<file path="src/rtl/msx_mouse_port_mux_if.sv">
// Signal bundle between the PS/2 mouse decoder / joystick reader (master)
// and the MSX joystick port multiplexer (slave).
interface msx_mouse_port_mux_if #(
    parameter int NPORTS = 2
);
    logic signed [8:0]       mouse_dx;
    logic signed [8:0]       mouse_dy;
    logic [1:0]              mouse_btn;
    logic                    mouse_strobe;
    logic                    mouse_sel;
    logic [6*NPORTS-1:0]     joy_i;
    logic [NPORTS-1:0]       str_i;
    logic [6*NPORTS-1:0]     joy_o;
    logic                    mouse_active;

    modport master (
        output mouse_dx, mouse_dy, mouse_btn, mouse_strobe, mouse_sel, joy_i, str_i,
        input  joy_o, mouse_active
    );

    modport slave (
        input  mouse_dx, mouse_dy, mouse_btn, mouse_strobe, mouse_sel, joy_i, str_i,
        output joy_o, mouse_active
    );
endinterface

</file>
<file path="src/rtl/msx_mouse_port_mux.sv">
// MSX joystick port multiplexer with PS/2 mouse nibble protocol on MOUSE_PORT.
// Define MSX_MOUSE_AUTODETECT_EN to pick mouse/joystick mode from activity instead of mouse_sel.
module msx_mouse_port_mux #(
    parameter int NPORTS     = 2,
    parameter int MOUSE_PORT = 0,
    parameter int TIMEOUT    = 100000,
    parameter int TO_W       = 18
) (
    input  logic                 clk_sys,
    input  logic                 reset,
    msx_mouse_port_mux_if.slave  bus
);
    typedef enum logic [1:0] {S0, S1, S2, S3} nib_state_t;

    nib_state_t      state_reg;
    logic [7:0]      acc_x_reg, acc_y_reg;
    logic [7:0]      snap_x_reg, snap_y_reg;
    logic [TO_W-1:0] to_cnt_reg;
    logic            str_d_reg;
    logic            mouse_active_reg;
    logic            mouse_active_next;

    logic            str_edge;
    logic            snap_now;
    logic [7:0]      acc_x_base, acc_y_base;
    logic [3:0]      nib_next;

    // Add a 9-bit signed delta to an 8-bit signed accumulator, clamping to [-128,+127].
    function automatic logic [7:0] sat8(input logic [7:0] base, input logic [8:0] delta);
        logic signed [9:0] sum;
        sum = $signed({{2{base[7]}}, base}) + $signed({delta[8], delta});
        if (sum > 10'sd127)
            return 8'h7F;
        else if (sum < -10'sd128)
            return 8'h80;
        return sum[7:0];
    endfunction

    assign str_edge   = mouse_active_reg && (str_d_reg != bus.str_i[MOUSE_PORT]);
    assign snap_now   = str_edge && (state_reg == S0);
    assign acc_x_base = snap_now ? 8'h00 : acc_x_reg;
    assign acc_y_base = snap_now ? 8'h00 : acc_y_reg;

    // The S0 nibble comes straight from the accumulator being snapshotted this cycle.
    always_comb begin
        nib_next = 4'hF;
        case (state_reg)
            S0:      nib_next = ~acc_x_reg[7:4];
            S1:      nib_next = ~snap_x_reg[3:0];
            S2:      nib_next = ~snap_y_reg[7:4];
            default: nib_next = ~snap_y_reg[3:0];
        endcase
    end

`ifdef MSX_MOUSE_AUTODETECT_EN
    logic unused_mouse_sel;
    assign unused_mouse_sel = bus.mouse_sel;

    // Any pressed joystick line on the mouse port overrides a mouse packet in the same cycle.
    always_comb begin
        mouse_active_next = mouse_active_reg;
        if (bus.joy_i[MOUSE_PORT*6 +: 6] != 6'h3F)
            mouse_active_next = 1'b0;
        else if (bus.mouse_strobe)
            mouse_active_next = 1'b1;
    end
`else
    assign mouse_active_next = bus.mouse_sel;
`endif

    always_ff @(posedge clk_sys) begin
        if (reset) begin
            state_reg        <= S0;
            acc_x_reg        <= 8'h00;
            acc_y_reg        <= 8'h00;
            snap_x_reg       <= 8'h00;
            snap_y_reg       <= 8'h00;
            to_cnt_reg       <= '0;
            str_d_reg        <= bus.str_i[MOUSE_PORT];
            mouse_active_reg <= 1'b0;
        end else begin
            str_d_reg        <= bus.str_i[MOUSE_PORT];
            mouse_active_reg <= mouse_active_next;

            if (bus.mouse_strobe) begin
                acc_x_reg <= sat8(acc_x_base, bus.mouse_dx);
                acc_y_reg <= sat8(acc_y_base, bus.mouse_dy);
            end else if (snap_now) begin
                acc_x_reg <= 8'h00;
                acc_y_reg <= 8'h00;
            end

            if (snap_now) begin
                snap_x_reg <= acc_x_reg;
                snap_y_reg <= acc_y_reg;
            end

            if (!mouse_active_reg) begin
                state_reg  <= S0;
                to_cnt_reg <= '0;
            end else if (str_edge) begin
                state_reg  <= nib_state_t'(state_reg + 2'd1);
                to_cnt_reg <= TO_W'(TIMEOUT);
            end else if (to_cnt_reg != '0) begin
                to_cnt_reg <= to_cnt_reg - 1'b1;
                if (to_cnt_reg == TO_W'(1))
                    state_reg <= S0;
            end
        end
    end

    assign bus.mouse_active = mouse_active_reg;

    genvar gi;
    generate
        for (gi = 0; gi < NPORTS; gi++) begin : g_port
            logic [5:0] joy_q_reg;
            assign bus.joy_o[gi*6 +: 6] = joy_q_reg;

            if (gi == MOUSE_PORT) begin : g_mouse
                always_ff @(posedge clk_sys) begin
                    if (reset) begin
                        joy_q_reg <= 6'h3F;
                    end else if (!mouse_active_reg) begin
                        joy_q_reg <= bus.joy_i[gi*6 +: 6];
                    end else begin
                        joy_q_reg[5:4] <= ~bus.mouse_btn;
                        if (str_edge)
                            joy_q_reg[3:0] <= nib_next;
                    end
                end
            end else begin : g_joy
                always_ff @(posedge clk_sys) begin
                    if (reset)
                        joy_q_reg <= 6'h3F;
                    else
                        joy_q_reg <= bus.joy_i[gi*6 +: 6];
                end
            end
        end
    endgenerate
endmodule

</file>
<file path="src/flat_wrapper.sv">
// flat-port wrapper written by rule: the top's interface ports become plain ports
module msx_mouse_port_mux_flat 
#(
    parameter int NPORTS     = 2,
    parameter int MOUSE_PORT = 0,
    parameter int TIMEOUT    = 100000,
    parameter int TO_W       = 18
)
  (clk_sys, reset, bus_mouse_dx, bus_mouse_dy, bus_mouse_btn, bus_mouse_strobe, bus_mouse_sel, bus_joy_i, bus_str_i, bus_joy_o, bus_mouse_active);
  msx_mouse_port_mux_if #(.NPORTS(NPORTS)) bus_i ();
  input  logic clk_sys;
  input  logic reset;
  input wire logic [$bits(bus_i.mouse_dx)-1:0] bus_mouse_dx;
  input wire logic [$bits(bus_i.mouse_dy)-1:0] bus_mouse_dy;
  input wire logic [$bits(bus_i.mouse_btn)-1:0] bus_mouse_btn;
  input wire logic [$bits(bus_i.mouse_strobe)-1:0] bus_mouse_strobe;
  input wire logic [$bits(bus_i.mouse_sel)-1:0] bus_mouse_sel;
  input wire logic [$bits(bus_i.joy_i)-1:0] bus_joy_i;
  input wire logic [$bits(bus_i.str_i)-1:0] bus_str_i;
  output wire logic [$bits(bus_i.joy_o)-1:0] bus_joy_o;
  output wire logic [$bits(bus_i.mouse_active)-1:0] bus_mouse_active;
  assign bus_i.mouse_dx = bus_mouse_dx;
  assign bus_i.mouse_dy = bus_mouse_dy;
  assign bus_i.mouse_btn = bus_mouse_btn;
  assign bus_i.mouse_strobe = bus_mouse_strobe;
  assign bus_i.mouse_sel = bus_mouse_sel;
  assign bus_i.joy_i = bus_joy_i;
  assign bus_i.str_i = bus_str_i;
  assign bus_joy_o = bus_i.joy_o;
  assign bus_mouse_active = bus_i.mouse_active;
  msx_mouse_port_mux #(.NPORTS(NPORTS), .MOUSE_PORT(MOUSE_PORT), .TIMEOUT(TIMEOUT), .TO_W(TO_W)) u_core (.clk_sys(clk_sys), .reset(reset), .bus(bus_i));
endmodule
</file>
<file path="config.mk">
export PLATFORM = sky130hd
export DESIGN_NAME = msx_mouse_port_mux_flat
export DESIGN_NICKNAME = d
export VERILOG_FILES = /design/src/rtl/msx_mouse_port_mux_if.sv /design/src/rtl/msx_mouse_port_mux.sv /design/src/flat_wrapper.sv
export SDC_FILE = /design/constraint.sdc
export NUM_CORES = 1
export LEC_CHECK = 0
export CORE_MARGIN = 4
export CORE_UTILIZATION = 55
export CTS_BUF_LIST = sky130_fd_sc_hd__clkbuf_16
export DETAILED_ROUTE_END_ITERATION = 8
export PLACE_DENSITY = 0.81
export SETUP_SLACK_MARGIN = 0.05
export SLEW_MARGIN = 30
export SYNTH_ARGS = -nofsm -noshare
export SYNTH_HDL_FRONTEND = slang
export SYNTH_SLANG_ARGS = --single-unit
</file>
<file path="constraint.sdc">
create_clock -name clk_sys -period 7.7 [get_ports clk_sys]
set_input_delay 1.925 -clock clk_sys [delete_from_list [all_inputs] [get_ports clk_sys]]
set_output_delay 1.925 -clock clk_sys [all_outputs]
set_load 0.005 [all_outputs]
</file>
==> results.md <==
* Clock skew at 0.00654 ns
* Worst hold start: u_core.acc_x_reg[3]
* Sequential cell area at 1240 um^2
* Actual slew at the worst max-slew pin at 0.737 ns
* Share of cells above drive strength 1 at 8.12%
* First-pass DRT Iterations at 5
* Critical R2R Launch: u_core.str_d_reg
* Mapped Cells at 413
* Fin crit period at 5.68 ns
* Routability congestion estimate at 0.808
* Iter 0 DRT Violations at 139
* Fin crit share at 73.7%
* Met2 usage at 34.5%
* Seq/Total Area, Yosys at 35.3%
* Total congestion overflow at 0
* Multi-input logic area at 2190 um^2
* Die Width at 88.0 um
* Number of global-route vias before repair at 2892
* Tot GR Track Use at 20.7%
* Crit path DAT at 5.86 ns
* CTS max path bufs at 2
* Post-Route WL at 7.54 mm
* Clock Pin Slew Worst Setup and Hold Paths at 0.05 ns
* Io pins at 51
* Filler instances at 465
* RR Endpoint: u_core.acc_y_reg[6]
* Hold depth at 2
* Number of setup buffers added after CTS at 0
* Ys flop type: dfxtp_1
* Worst setup margin at 2.02 ns
* Relative slew slack at 50.7%
* Synth Cell Area at 3520 um^2
* Row cnt at 28
* FFs w/ async S/R, synth at 0%
* Worst slack, placed at 1.72 ns
* Clock share of power at 36.2%
* Htree depth at 3
* Worst setup EP type: flip-flop
* WP data required at 7.88 ns
* Net Count, Synth at 477
* Startpoint types: input port
* RSZ-0062 raised after global routing: no
* Cell depth of the worst flop-to-flop path at 13
* DIE AREA at 7740 um^2
* Endpoints failing setup at 0
* Post-layout net count at 527
* Flop-to-flop setup slack at 3.82 ns
* Critical-path top delay cell: clkdlybuf4s50_1
* Antenna violation net count after detailed routing at 0
* Max reg flops at 18
* First-pass GRT wire length at 12.9 mm
* Worst-path cell chain: clkdlybuf4s50_1, xor2_1, nand3_1, buf_4, and2_1, ha_1, fa_1, a211oi_2, nor2_1, o31a_1, nor4_2, o21ai_2, a31oi_4, a211oi_1
* Maximum vdd drop at 0.206 mV
* Grt peak-use layer: met2
* Final Max Slew Viols at 0
* Library cells used by synthesis at 49
* Cell-internal power at 786 uW
* Total clock sinks at 62
* Pwr per Cell Area at 257 nW/um^2
* Achievable Freq at 176 MHz
* # diodes at 0
* WHS Endpoint: u_core.snap_x_reg[3]
* Critical path peak fanout at 28
* Setup TNS at 0 ns
* Starting Density at 58.0%
* Drt drc at 0
* Syn avg cell area at 8.52 um^2
* Wire per inst at 13.9 um
* Yosys warns at 0
* Post-DP Area at 4070 um^2
* # port buffers at 49
* Count of flip-flops with a built-in enable after synthesis at 0
* Die height at 88.0 um
* Total CTS buffers at 9
* Status: completed
* Vias at 3052
* Vias per cell at 5.62
* Slowest Stage Delay on Critical Path at 0.55 ns
* Sw Pwr at 340 uW
* Max-capacitance violation count at 0
* Seq pwr share at 32.2%
* PostCTS Resize Cnt at 0
* DP HPWL at 5.47 mm
* Maximum number of pins on one net before global-route repair at 43
* Util after Layout at 72.2%
* CTS tree: built
* Root buf cell: clkbuf_16
* Clk_lat worst skew at 0.32 ns
* Kind of critical path: in -> reg
* Routing usage on met1 at 26.4%
* Comb pwr share at 31.6%
* Antenna violations before repair at 0
* Sw Share at 30.2%
* Hold buffers post-CTS at 0
* Area Growth Syn to Fin at 24.4%
* Pleak at 0.00177 uW
* Seq cells post-synth at 62
* Post-route cell area at 4380 um^2
* Worst setup path startpoint: bus_str_i[0]
* Core area at 6060 um^2
* Met3 GRT Util at 3.86%
* Class of the worst hold path: reg -> reg
* Fin. Hold Viols at 0
critical path: cells and delay by family:
family | cells | cell delay (ns)
buffers and inverters | 2 | 0.79
XOR/XNOR | 1 | 0.49
AND/OR/NAND/NOR | 4 | 0.91
adder cells (fa/ha/maj) | 2 | 0.64
AO/OA/AOI/OAI | 5 | 1.07
cells by family after synthesis:
family / after synthesis / share of synthesized area (%)
buf+inv: 23 / 2.45
simple gates: 170 / 24.2
fa+ha+maj: 26 / 9.68
flops: 62 / 35.3
xor+xnor: 22 / 5.48
compound gates: 110 / 22.9
synth_stat cells (2+ instances only):
cell	count	area share (%)
a211oi_1	13	2.8
o311ai_0	4	1.0
o22ai_1	4	0.71
xor2_1	7	1.7
nand3_1	6	0.85
clkbuf_1	11	1.2
ha_1	24	8.5
xnor2_1	15	3.7
nand2_1	63	6.7
o31a_1	2	0.50
a31oi_1	2	0.36
dfxtp_1	62	35
or2_2	8	1.4
nor4_1	3	0.53
nor4_2	2	0.71
o21a_1	3	0.64
fa_1	2	1.1
o211ai_1	7	1.5
o21ai_0	10	1.4
a21o_1	5	1.1
nor2b_1	10	1.8
and2_1	16	2.8
inv_1	11	1.2
nor3_1	8	1.1
a21oi_1	37	5.3
o21bai_1	2	0.43
nand2b_1	4	0.71
a211oi_2	6	2.1
a211o_1	7	1.7
or4_1	2	0.43
nor2_1	36	3.8
or3_1	4	0.71
per-stage QoR:
stage | total power, uW | instances | hold WS (ns)
after floorplan | 640 | 413 | 0.427
after global placement | 710 | 527 | 0.436
after detailed placement | 719 | 527 | 0.443
after CTS | 1130 | 543 | 0.450
after global routing | 1190 | 543 | 0.466
final | 1130 | 543 | 0.451
worst max path at each step:
stage                     cells after the start                   to  slack [ns]
after floorplan                              12  u_core.acc_y_reg[1]        2.75
after global placement                       14  u_core.acc_y_reg[4]        1.81
after detailed placement                     14  u_core.acc_y_reg[3]        1.72
after CTS                                    14  u_core.acc_y_reg[3]        2.03
after global routing                         14  u_core.acc_y_reg[3]        1.67
final                                        14  u_core.acc_y_reg[6]        2.02
cells in the final DEF, fill, tap and decap left out, types with 12 or more instances in the layout:
cell type	count
xnor2_1	15
nor2_1	36
inv_1	12
ha_1	24
a21oi_1	37
a211oi_1	13
nand2_1	63
and2_1	16
dfxtp_1	62
clkdlybuf4s50_1	49
metal layers:
metal / wire length (um) / part of all wire (%)
met5: 0 / 0
met4: 76 / 1.0
met1: 3500 / 46
met2: 3520 / 47
met3: 445 / 5.9
power groups by stage:
stage / Clock [uW] / Combinational, uW / Sequential [uW]
floorplan: 0 / 276 / 365
global placement: 0 / 343 / 367
detailed placement: 0 / 351 / 368
CTS: 413 / 356 / 362
global route: 428 / 399 / 365
finish: 408 / 355 / 363
layout make-up:
class / instances / share of cell area [%]
Multi-Input combinational cell: 328 / 50.0
Sequential cell: 62 / 28.4
Timing Repair Buffer: 51 / 11.5
Clock buffer: 9 / 5.15
Tap cell: 75 / 2.14
Clock inverter: 7 / 1.83
Inverter: 11 / 0.943
Power figures use the tool's default switching activity.
